### src/rtl/uart_cmd_pkg.sv
// Shared constants, state type and byte-decode helpers for the UART command decoder.
// Optional build macro UART_CMD_CASE_FOLD_EN is consumed by uart_cmd_dec.
package uart_cmd_pkg;

   localparam int unsigned NUM_PULSE = 8;
   localparam int unsigned NUM_MODE  = 5;

   localparam logic [7:0] CODE_ARG = 8'h56;
   localparam logic [7:0] CODE_CR  = 8'h0D;
   localparam logic [7:0] CODE_ESC = 8'h1B;

   localparam logic [7:0] CODE_U = 8'h55;
   localparam logic [7:0] CODE_D = 8'h44;
   localparam logic [7:0] CODE_R = 8'h52;
   localparam logic [7:0] CODE_L = 8'h4C;
   localparam logic [7:0] CODE_G = 8'h47;
   localparam logic [7:0] CODE_S = 8'h53;
   localparam logic [7:0] CODE_C = 8'h43;

   localparam logic [7:0] CODE_M = 8'h4D;
   localparam logic [7:0] CODE_N = 8'h4E;
   localparam logic [7:0] CODE_T = 8'h54;
   localparam logic [7:0] CODE_I = 8'h49;
   localparam logic [7:0] CODE_H = 8'h48;

   typedef enum logic {
      ST_IDLE = 1'b0,
      ST_ARG  = 1'b1
   } state_t;

   // One-hot pulse channel for a command byte; zero when the byte is not a pulse code.
   function automatic logic [NUM_PULSE-1:0] pulse_onehot(input logic [7:0] code);
      logic [NUM_PULSE-1:0] hit;
      hit = '0;
      case (code)
         CODE_U:   hit[0] = 1'b1;
         CODE_D:   hit[1] = 1'b1;
         CODE_R:   hit[2] = 1'b1;
         CODE_L:   hit[3] = 1'b1;
         CODE_G:   hit[4] = 1'b1;
         CODE_S:   hit[5] = 1'b1;
         CODE_C:   hit[6] = 1'b1;
         CODE_ESC: hit[7] = 1'b1;
         default:  hit = '0;
      endcase
      return hit;
   endfunction

   // One-hot mode toggle for a command byte; zero when the byte is not a toggle code.
   function automatic logic [NUM_MODE-1:0] mode_onehot(input logic [7:0] code);
      logic [NUM_MODE-1:0] hit;
      hit = '0;
      case (code)
         CODE_M:  hit[0] = 1'b1;
         CODE_N:  hit[1] = 1'b1;
         CODE_T:  hit[2] = 1'b1;
         CODE_I:  hit[3] = 1'b1;
         CODE_H:  hit[4] = 1'b1;
         default: hit = '0;
      endcase
      return hit;
   endfunction

endpackage

### src/rtl/uart_cmd_pulse_stretch.sv
// Single pulse channel: a load (re)starts a PULSE_LEN-cycle registered pulse.
module uart_cmd_pulse_stretch #(
   parameter int unsigned PULSE_LEN = 1
) (
   input  logic clk,
   input  logic rst,
   input  logic load,
   output logic active
);

   localparam int unsigned CW = (PULSE_LEN < 1) ? 1 : $clog2(PULSE_LEN + 1);

   logic [CW-1:0] cnt;

   // Output stays high while more than one cycle of the pulse remains after this edge.
   always_ff @(posedge clk) begin
      if (!rst) begin
         cnt    <= '0;
         active <= 1'b0;
      end else if (load) begin
         cnt    <= CW'(PULSE_LEN);
         active <= 1'b1;
      end else begin
         active <= (cnt > CW'(1));
         if (cnt != '0) cnt <= cnt - CW'(1);
      end
   end

endmodule

### src/rtl/uart_cmd_dec.sv
// UART command decoder: pulses, mode toggles and a decimal argument with timeout.
// Build macro UART_CMD_CASE_FOLD_EN folds lowercase letters to uppercase before decoding.
module uart_cmd_dec
   import uart_cmd_pkg::*;
#(
   parameter int unsigned PULSE_LEN   = 1,
   parameter int unsigned ARG_W       = 10,
   parameter int unsigned TIMEOUT_CYC = 100_000_000
) (
   input  logic                 clk,
   input  logic                 rst,
   input  logic                 rx_done,
   input  logic [7:0]           rx_data,
   output logic [NUM_PULSE-1:0] pulse,
   output logic [NUM_MODE-1:0]  mode,
   output logic [ARG_W-1:0]     arg_data,
   output logic                 arg_valid,
   output logic                 cmd_err
);

   localparam int unsigned ACC_W = ARG_W + 4;
   localparam int unsigned TW    = $clog2(TIMEOUT_CYC + 1);
   localparam logic [ACC_W-1:0] ACC_MAX  = ACC_W'((32'd1 << ARG_W) - 32'd1);
   localparam logic [TW-1:0]    TMO_LAST = TW'(TIMEOUT_CYC - 1);

   state_t               state;
   logic [ACC_W-1:0]     acc;
   logic [2:0]           digits;
   logic [TW-1:0]        tmo;

   logic [7:0]           code;
   logic [NUM_PULSE-1:0] pulse_hit;
   logic [NUM_MODE-1:0]  mode_hit;
   logic [NUM_PULSE-1:0] load;
   logic                 is_digit;
   logic [ACC_W-1:0]     acc_sum;
   logic [ACC_W-1:0]     acc_next;

   // Byte normalisation and decode.
   always_comb begin
      code = rx_data;
`ifdef UART_CMD_CASE_FOLD_EN
      if (rx_data >= 8'h61 && rx_data <= 8'h7A) code = rx_data - 8'h20;
`endif
      pulse_hit = pulse_onehot(code);
      mode_hit  = mode_onehot(code);
      is_digit  = (code >= 8'h30) && (code <= 8'h39);
      acc_sum   = (acc * ACC_W'(10)) + ACC_W'(code[3:0]);
      acc_next  = (acc_sum > ACC_MAX) ? ACC_MAX : acc_sum;
      load      = '0;
      if (rx_done && (state == ST_IDLE || code == CODE_ESC)) load = pulse_hit;
   end

   for (genvar i = 0; i < NUM_PULSE; i++) begin : g_pulse
      uart_cmd_pulse_stretch #(
         .PULSE_LEN(PULSE_LEN)
      ) u_stretch (
         .clk   (clk),
         .rst   (rst),
         .load  (load[i]),
         .active(pulse[i])
      );
   end

   // Command FSM with registered mode/argument/strobe outputs.
   always_ff @(posedge clk) begin
      if (!rst) begin
         state     <= ST_IDLE;
         acc       <= '0;
         digits    <= '0;
         tmo       <= '0;
         mode      <= '0;
         arg_data  <= '0;
         arg_valid <= 1'b0;
         cmd_err   <= 1'b0;
      end else begin
         arg_valid <= 1'b0;
         cmd_err   <= 1'b0;
         case (state)
            ST_IDLE: begin
               tmo <= '0;
               if (rx_done) begin
                  if (code == CODE_ARG) begin
                     acc    <= '0;
                     digits <= '0;
                     state  <= ST_ARG;
                  end else if (|mode_hit) begin
                     mode <= mode ^ mode_hit;
                  end else if (pulse_hit == '0) begin
                     cmd_err <= 1'b1;
                  end
               end
            end
            ST_ARG: begin
               if (rx_done) begin
                  tmo <= '0;
                  if (code == CODE_ESC) begin
                     acc    <= '0;
                     digits <= '0;
                     state  <= ST_IDLE;
                  end else if (is_digit) begin
                     acc <= acc_next;
                     if (digits != 3'd7) digits <= digits + 3'd1;
                  end else if (code == CODE_CR && digits != '0) begin
                     arg_data  <= acc[ARG_W-1:0];
                     arg_valid <= 1'b1;
                     state     <= ST_IDLE;
                  end else begin
                     cmd_err <= 1'b1;
                     state   <= ST_IDLE;
                  end
               end else if (tmo == TMO_LAST) begin
                  // Argument abandoned: arg_data keeps its last accepted value.
                  cmd_err <= 1'b1;
                  tmo     <= '0;
                  state   <= ST_IDLE;
               end else begin
                  tmo <= tmo + TW'(1);
               end
            end
            default: state <= ST_IDLE;
         endcase
      end
   end

endmodule

### config.mk
export PLATFORM = sky130hd
export DESIGN_NAME = uart_cmd_dec
export DESIGN_NICKNAME = d
export VERILOG_FILES = /design/src/rtl/uart_cmd_pkg.sv /design/src/rtl/uart_cmd_pulse_stretch.sv /design/src/rtl/uart_cmd_dec.sv
export SDC_FILE = /design/constraint.sdc
export NUM_CORES = 1
export LEC_CHECK = 0
export BUFFER_PORTS_ARGS = -buffer_cell sky130_fd_sc_hd__clkbuf_2
export CAP_MARGIN = 30
export CORE_MARGIN = 2
export CORE_UTILIZATION = 54
export CTS_CLUSTER_DIAMETER = 100
export DETAILED_ROUTE_END_ITERATION = 8
export PLACE_DENSITY = 0.84
export SLEW_MARGIN = 20
export SYNTH_ARGS = -nofsm -noshare
export SYNTH_HDL_FRONTEND = slang
export SYNTH_SLANG_ARGS = --single-unit
### constraint.sdc
create_clock -name clk -period 2.8 [get_ports clk]
set_clock_uncertainty 0.15 [all_clocks]
set_input_delay 0.14 -clock clk [delete_from_list [all_inputs] [get_ports clk]]
set_output_delay 0.14 -clock clk [all_outputs]
set_load 0.02 [all_outputs]
==> results of run 1 <==
## logic make-up after synthesis
| kind of cell | after synthesis | share of synthesized area, % |
|---|---|---|
| xor+xnor | 42 | 9.56 |
| compound gates | 78 | 13.9 |
| mux | 11 | 2.70 |
| fa+ha+maj | 28 | 8.95 |
| flops | 69 | 33.8 |
| buf+inv | 36 | 4.69 |
| simple gates | 196 | 26.3 |
## worst max-delay path, delay by kind of cell, from the launching register on
family                     cells  cell delay [ns]
AOI/OAI and AO/OA              1             0.19
adders and majority gates      3             0.95
xor gates and xnor gates       1             0.28
and+or+nand+nor                4             1.04
DFF                            1             0.36
buffers and inverters          1             0.06
## synth_stat cells, drive strengths merged, types with 3 or more instances
master   number  share of area (%)
a2111oi       5                1.8
a211oi        3               0.86
a21o          8                1.5
a21oi        30                3.8
a31oi         3               0.46
and3          9                1.4
and4          5                1.1
buf          12                2.3
clkbuf       10               0.92
dfxtp        69                 34
ha           26                8.0
inv          13                1.2
mux2i        11                2.7
nand2        21                1.9
nand2b        6               0.92
nand3        19                2.3
nand4         8                1.4
nor2         64                6.0
nor2b         7                1.1
nor3         12                1.7
nor3b         5                1.0
nor4         21                3.7
nor4b         7                1.5
o21ai        13                1.8
or3           4               0.61
xnor2        14                3.2
xor2         28                6.4
## state kept, by name, indices dropped and copies added, names as in the netlist
register and count:
tmo 27, acc 13, arg_data 10, g_pulse.u_stretch.cnt 8, mode 5, digits 3, arg_valid 1, cmd_err 1
state 1
## routing by layer
layer | track usage (%) | vias to the layer above
li1 | - | 1813
met1 | 32.6 | 1899
met2 | 49.1 | 200
met3 | 7.47 | 60
met4 | 12.6 | 0
met5 | 0 | -
## worst paths after layout
path                                          start  slack, ns  cells after the start                                   to
worst max-delay path            acc[1]$_SDFFE_PN0P_      -0.34                     10                  acc[9]$_SDFFE_PN0P_
worst max register to register  acc[1]$_SDFFE_PN0P_      -0.34                     10                  acc[9]$_SDFFE_PN0P_
worst min register to register    tmo[0]$_SDFF_PP0_       0.30                      1                    tmo[0]$_SDFF_PP0_
worst min-delay path                     rx_data[0]       0.02                      3  g_pulse[1].u_stretch.cnt$_SDFF_PN0_
## repair_timing
item                                    in CTS  in global routing
cloned                                       1                  0
hold endpoints to repair                     5                  0
endpoints found under the setup margin      10                 10
pin swaps                                   18                 11
gates resized for setup                     34                 30
setup buffers                               12                  0
hold buffers                                 3                  0
## power by group
group | internal (mW) | switching (mW)
clock network | 0.434 | 0.391
registers | 0.981 | 0.000513
logic | 0.0281 | 0.0552
## final cells by class
type | count | area, µm²
clock buffers | 10 | 138
clock inverters | 6 | 62.6
fillers | 498 | 1940
inverters | 13 | 48.8
multi-input cells | 356 | 2970
flip-flops and latches | 69 | 1390
well taps | 99 | 124
repair buffers | 89 | 619
==> flow_metrics.py, run 1 <==
metrics = {
    "setup_path": {
        "cp.required_ns": 2.89,
        "path_cells": "ha_4 -> ha_4 -> fa_2 -> inv_2 -> nor4_4 -> nor4b_4 -> xor2_1 -> a21o_1 -> nor4_2 -> nor4_1",
        "cp-start-kind": "flip-flop",
        "cpPeakStageDelay_ns": 0.55,
        "crit_path_end_kind": "flip-flop",
        "crit_path_frequent_cell": "ha_4",
        "crit_type": "reg -> reg",
        "crit_slowest_cell": "fa_2",
        "arrival_ns": 3.22,
        "path_max_fanout": 3,
    },
    "grt": {
        "grt.total_usage_pct": 28.3,
        "grt_overflow": 0,
        "grt_max_degree": 29,
        "grt_pass1_vias": 3974,
        "grt_pass1_wl_mm": 18.9,
        "antenna_found_initial": 0,
    },
    "drt": {
        "dr_wl_met2_mm": 6.03,
        "drc_errors": 0,
        "avgViaCountPerCell": 6.19,
        "top_layer_used": "met4",
        "wl_per_cell_um": 19.0,
        "wl_mm": 12.2,
        "dr_wl_met3_um": 759,
        "ant_nets": 0,
        "m1WireLength_mm": 4.90,
        "dr.pass1.iters": 6,
        "drtIter0Drc": 389,
        "vias": 3972,
    },
    "logic_synthesis": {
        "synth_ff_type": "dfxtp_1",
        "syn_nets": 499,
        "synth_area_um2": 4080,
        "synth-seq-cells": 69,
        "synth_warnings": 0,
        "synth_cells": 460,
        "yosysSeqAreaShare_pct": 33.8,
        "synthArstFlopShare_pct": 0,
        "synth_cell_type_count": 62,
        "synth_edf_count": 0,
        "avgSynthCellArea_um2": 8.88,
    },
    "power_and_ir_drop": {
        "leakagePower_nw": 2.17,
        "finalPower_mw": 1.89,
        "p_per_area_nw_per_um2": 353,
        "peakVddDrop_mv": 0.291,
    },
    "status": {
        "violations": "setup timing",
        "status": "complete, but fails checks",
    },
    "clock_tree": {
        "clock_latency_ns": 0.35,
        "clkTransAtPathRegs_ns": 0.07,
        "cts_buffers": 9,
        "cts_buffer_depth": 2,
        "cts_tree": "done",
        "cts-root-buf": "clkbuf_8",
        "cts_sinks": 69,
        "htreeDepth": 3,
    },
    "finish": {
        "nets": 577,
        "fin_area_um2": 5350,
        "layout_common_cells": "dfxtp_1, nor2_1, buf_4",
        "final_common_cell": "dfxtp_1",
        "stdcell_count": 642,
        "antenna_cells": 0,
        "drive_gt1_share_pct": 32.2,
        "final_util_pct": 73.4,
        "syn2layout_area_growth_pct": 31.0,
    },
    "floorplan": {
        "die_x_um": 91.0,
        "ioPinCount": 36,
        "coreArea_um2": 7290,
        "die-area_um2": 8270,
        "core.rowCount": 31,
        "dieHeight_um": 91.0,
        "start_util_pct": 56.0,
    },
    "timing": {
        "maxSlewViolCount": 0,
        "setup_tns_ns": -2.82,
        "setup_violations": 10,
        "rsz0062_at_grt": "true",
        "fin_ws_ns": -0.336,
        "whs_ns": 0.0239,
        "hold_violations": 0,
        "worst_slew_pin_slew_ns": 0.859,
        "slew_headroom_pct": 42.5,
        "period_needed_ns": 3.14,
        "clock.fmax_mhz": 319,
        "min_period_over_period_pct": 112,
    },
    "placement": {
        "io_buffers": 35,
        "dp_cells": 612,
        "hpwl_mm": 7.14,
        "placed_area_um2": 4630,
        "place_ws_ns": -0.327,
        "gp_congestion": 0.871,
    },
    "job": {
        "max_cap_viol_count": 0,
    },
    "min_path": {
        "holdCritPathClass": "in -> reg",
    },
}
Note: power is estimated with default switching activity, not from simulation.
==> inputs of run 2 (changes only) <==
- MAX_ROUTING_LAYER: not set -> met4
==> run 2 against run 1 <==
The flow still finishes with violations (setup timing). Die area did not move. Via count fell by 0.73%. Wire length fell by 1.8%. Flip-flop and latch count did not move. Largest power group unchanged. Highest routed layer unchanged.
==> flow_metrics.py, run 2 (synthesis results as in run 1) <==
metrics = {
    "setup_path": {
        "crit_path_frequent_cell": "ha_1",
        "cpPeakStageDelay_ns": 0.44,
        "arrival_ns": 3.23,
        "crit_type": "reg -> reg",
        "rr_worst_depth": 10,
        "cp-start-kind": "flip-flop",
        "cp_top_family": "simple AND/OR/NAND/NOR gates",
        "crit_path_end_kind": "flip-flop",
        "crit_slowest_cell": "dfxtp_1",
        "path_max_fanout": 4,
        "path_buf_inv": 1,
        "cp_num_cells": 10,
        "cp.required_ns": 2.84,
        "path_cells": "ha_1 -> ha_1 -> o21ai_0 -> or4_1 -> a31oi_1 -> and4_4 -> o21bai_4 -> buf_6 -> nor4_2 -> nor4_1",
    },
    "floorplan": {
        "start_util_pct": 56.0,
        "die-area_um2": 8270,
        "core.rowCount": 31,
        "coreArea_um2": 7290,
        "ioPinCount": 36,
        "die_x_um": 91.0,
        "dieHeight_um": 91.0,
    },
    "timing": {
        "setup_violations": 10,
        "period_needed_ns": 3.18,
        "maxSlewViolCount": 0,
        "hold_violations": 0,
        "fin_ws_ns": -0.382,
        "whs_ns": 0.0177,
        "clock.fmax_mhz": 314,
        "rsz0062_at_grt": "true",
        "min_period_over_period_pct": 114,
        "setup_tns_ns": -3.09,
        "slew_headroom_pct": 43.6,
        "worst_slew_pin_slew_ns": 0.844,
    },
    "grt": {
        "grt_max_degree": 29,
        "grt_pass1_wl_mm": 17.8,
        "grt.total_usage_pct": 27.2,
        "grt_overflow": 0,
        "antenna_found_initial": 0,
        "grt_pass1_vias": 3820,
    },
    "power_and_ir_drop": {
        "leakagePower_nw": 2.14,
        "peakVddDrop_mv": 0.418,
        "p_per_area_nw_per_um2": 368,
    },
    "status": {
        "status": "complete, but fails checks",
        "violations": "setup timing",
    },
    "clock_tree": {
        "clkTransAtPathRegs_ns": 0.09,
        "clock_latency_ns": 0.36,
        "cts-root-buf": "clkbuf_8",
        "cts_buffer_depth": 2,
        "cts_buffers": 9,
        "htreeDepth": 3,
        "cts_tree": "done",
        "cts_sinks": 69,
    },
    "drt": {
        "wl_per_cell_um": 18.7,
        "drc_errors": 0,
        "dr.pass1.iters": 7,
        "drtIter0Drc": 281,
        "avgViaCountPerCell": 6.15,
        "wl_mm": 12.0,
        "ant_nets": 0,
        "vias": 3943,
    },
    "finish": {
        "fillCellCount": 504,
        "regMostFlops": "tmo",
        "multi_input_area_um2": 2890,
        "drive_gt1_share_pct": 31.2,
        "nets": 576,
        "stdcell_count": 641,
        "regArea_um2": 1390,
        "layout_common_cells": "dfxtp_1, nor2_1, buf_4",
        "top_regs": "tmo (27), acc (13), arg_data (10)",
        "final_common_cell": "dfxtp_1",
        "antenna_cells": 0,
        "syn2layout_area_growth_pct": 29.1,
        "fin_area_um2": 5270,
        "largest_reg_flops": 27,
    },
    "placement": {
        "placed_area_um2": 4630,
        "io_buffers": 35,
        "gp_congestion": 0.896,
        "hpwl_mm": 7.16,
        "dp_cells": 612,
    },
    "job": {
        "max_cap_viol_count": 0,
    },
    "min_path": {
        "whs_path_depth": 4,
        "holdCritPathClass": "in -> reg",
    },
}
## run 2: cell types whose count changed in the layout (fill, tap and decap cells not counted), moves of 2 or more
cell | before | now
clkbuf_1 | 0 | 2
a21oi_2 | 2 | 4
nor4_4 | 6 | 2
buf_4 | 45 | 47
xor2_1 | 25 | 23
buf_6 | 5 | 3
nor4_1 | 9 | 14
clkinv_4 | 2 | 0
## run 2: per-layer routing
layer  up-vias  GRT usage (%)  routed length [µm]
met5         -              -                   0
met4         0           12.2                 544
met3        49           5.15                 751
met2       203           45.9                5920
met1      1882           31.5                4790
li1       1809              -                   -
## run 2: worst paths after layout
kind / startpoint / end / slack, ns
max: acc[7]$_SDFFE_PN0P_ / acc[9]$_SDFFE_PN0P_ / -0.38
min: rx_data[6] / arg_valid$_SDFF_PP0_ / 0.02
max reg2reg: acc[7]$_SDFFE_PN0P_ / acc[9]$_SDFFE_PN0P_ / -0.38
min reg2reg: tmo[0]$_SDFF_PP0_ / tmo[0]$_SDFF_PP0_ / 0.30
## run 2: worst min-delay path, stage by stage
cell and delay, ns:
clkbuf_2 0.10, nor4_1 0.05, nand3_1 0.13, nor3_1 0.06
## run 2: metrics by stage
stage / setup WS (ns) / util, % / power (mW)
after global routing: -0.422 / 72.3 / 1.99
after CTS: -0.256 / 68.9 / 1.93
after detailed placement: -0.333 / 63.4 / 1.08
final: -0.382 / 72.3 / 1.94
after floorplan: -0.0920 / - / 1.05
after global placement: -0.222 / 63.4 / 1.07
## run 2: layout make-up
type                            count  share of cell area (%)
Multi-Input combinational cell    355                    54.9
Sequential cell                    69                    26.4
Timing Repair Buffer               89                    11.6
Clock buffer                       11                    2.49
Tap cell                           99                    2.35
Clock inverter                      5                    1.42
Inverter                           13                   0.926
## run 2: repair_timing
action | 4_1_cts | 5_1_grt
gates resized for setup | 15 | 39
pin swaps | 10 | 11
setup buffers | 8 | 2
hold endpoints to repair | 3 | 0
hold buffers | 2 | 0
gates cloned | 0 | 1
endpoints found under the setup margin | 10 | 10
## run 2: report_power, final
group	leakage, nW	switching, mW	total, mW	internal (mW)
logic	1.48	0.0533	0.0796	0.0264
clock network	0.107	0.381	0.879	0.498
registers	0.559	0.000415	0.981	0.981
==> inputs of run 3 (changes only) <==
- CORE_UTILIZATION: 54 -> 64
- PLACE_DENSITY: 0.84 -> 0.93
- clock period: 2.8 -> 3.7 ns (I/O delays scaled with it)
==> run 3 against run 2 <==
Combinational power shrank 28%. Largest cell class unchanged. Die area shrank 15%. Critical endpoint is now acc[8]$_SDFFE_PN0P_. Highest routed layer unchanged. The flow now finishes without violations. Register-to-register slack gained 0.63 ns. Count of clock-buffer cells in the layout shrank 1. Global-route usage grew 0.67 points. Sequential share of layout area grew 4.2 points.
==> flow_metrics.py, run 3 (synthesis results as in run 1) <==
metrics = {
    "timing": {
        "hold_violations": 0,
        "rsz0062_at_grt": "false",
        "setup_violations": 0,
        "maxSlewViolCount": 0,
        "worst_slew_pin_slew_ns": 0.974,
        "min_period_over_period_pct": 93.2,
        "slew_headroom_pct": 35.1,
        "period_needed_ns": 3.45,
        "setup_tns_ns": 0,
        "whs_ns": 0.0204,
        "clock.fmax_mhz": 290,
        "fin_ws_ns": 0.252,
    },
    "setup_path": {
        "arrival_ns": 3.55,
        "cp.required_ns": 3.80,
        "crit_path_end_kind": "flip-flop",
        "cp-start-kind": "flip-flop",
        "path_max_fanout": 10,
        "crit_type": "reg -> reg",
    },
    "status": {
        "status": "complete, no violations",
    },
    "job": {
        "max_cap_viol_count": 0,
    },
    "grt": {
        "grt_pass1_vias": 3376,
        "grt_overflow": 0,
        "antenna_found_initial": 0,
        "grt_pass1_wl_mm": 15.6,
        "grt_max_degree": 31,
        "grt.total_usage_pct": 27.9,
    },
    "clock_tree": {
        "cts_tree": "done",
        "cts_buffer_depth": 2,
        "htreeDepth": 3,
        "cts_sinks": 69,
        "cts-root-buf": "clkbuf_8",
        "post-cts-setup-buffer-count": 0,
        "clock_latency_ns": 0.36,
        "cts_buffers": 9,
        "clkTransAtPathRegs_ns": 0.07,
    },
    "floorplan": {
        "core.rowCount": 29,
        "die-area_um2": 7030,
        "ioPinCount": 36,
        "dieHeight_um": 83.9,
        "die_x_um": 83.9,
        "coreArea_um2": 6240,
        "start_util_pct": 65.4,
    },
    "finish": {
        "antenna_cells": 0,
        "syn2layout_area_growth_pct": 10.5,
        "nets": 526,
        "top_regs": "tmo (27), acc (13), arg_data (10)",
        "regMostFlops": "tmo",
        "largest_reg_flops": 27,
        "layout_common_cells": "dfxtp_1, nor2_1, clkbuf_2",
        "final_common_cell": "dfxtp_1",
        "drive_gt1_share_pct": 16.3,
        "fin_area_um2": 4510,
    },
    "placement": {
        "io_buffers": 35,
        "placed_area_um2": 4230,
        "place_ws_ns": 0.299,
        "gp_congestion": 0.894,
        "hpwl_mm": 6.43,
    },
    "drt": {
        "drtIter0Drc": 333,
        "ant_nets": 0,
        "avgViaCountPerCell": 6.23,
        "vias": 3544,
        "dr.pass1.iters": 5,
        "wl_mm": 9.48,
        "wl_per_cell_um": 16.7,
        "drc_errors": 0,
    },
    "power_and_ir_drop": {
        "p_per_area_nw_per_um2": 346,
        "leakagePower_nw": 1.82,
        "finalPower_mw": 1.56,
        "peakVddDrop_mv": 0.513,
    },
    "min_path": {
        "holdCritPathClass": "in -> reg",
    },
}
## run 3: power breakdown
group / internal [mW] / switching (mW) / leakage, nW
Clock: 0.464 / 0.296 / 0.119
Sequential: 0.743 / 0.000295 / 0.556
Combinational: 0.0198 / 0.0378 / 1.15
## run 3: final timing paths
path / from / to / slack [ns] / cells past startpoint
setup / recovery: acc[1]$_SDFFE_PN0P_ / acc[8]$_SDFFE_PN0P_ / 0.25 / 10
hold / removal: rst / state$_SDFF_PN0_ / 0.02 / 3
setup reg to reg: acc[1]$_SDFFE_PN0P_ / acc[8]$_SDFFE_PN0P_ / 0.25 / 10
hold reg to reg: tmo[0]$_SDFF_PP0_ / tmo[0]$_SDFF_PP0_ / 0.31 / 1
## run 3: worst max-delay path, cell delays in order, from the launching register on
cell	delay, ns
dfxtp_1	0.45
ha_1	0.28
ha_1	0.26
fa_1	0.44
a211oi_1	0.42
or4_1	0.22
a31oi_1	0.09
and4_1	0.26
o21bai_4	0.28
nor4b_1	0.12
a2111oi_2	0.37
## run 3: area by class of cell
cell class	count	area, µm²
clock buffers	10	138
clock inverters	6	110
fillers	440	1730
inverters	13	48.8
multi-input cells	355	2510
flip-flops and latches	69	1380
well taps	77	96.3
repair buffers	39	228
## run 3: metal layers
layer	track usage, %	wire (µm)	up-vias
met5	-	0	-
met4	9.24	211	0
met3	6.43	684	28
met2	45.0	4580	150
met1	34.7	4000	1651
li1	-	-	1715
## run 3: per-stage QoR
step	std cells	util (%)
after detailed placement	551	67.7
after global routing	569	72.3
after floorplan	460	-
final	569	72.3
after CTS	568	71.9
after global placement	551	67.7
## run 3: what timing repair did
action	CTS	global route
hold buffers	1	0
hold endpoints to repair	2	0
setup endpoints to repair	0	0
resized for setup	0	0
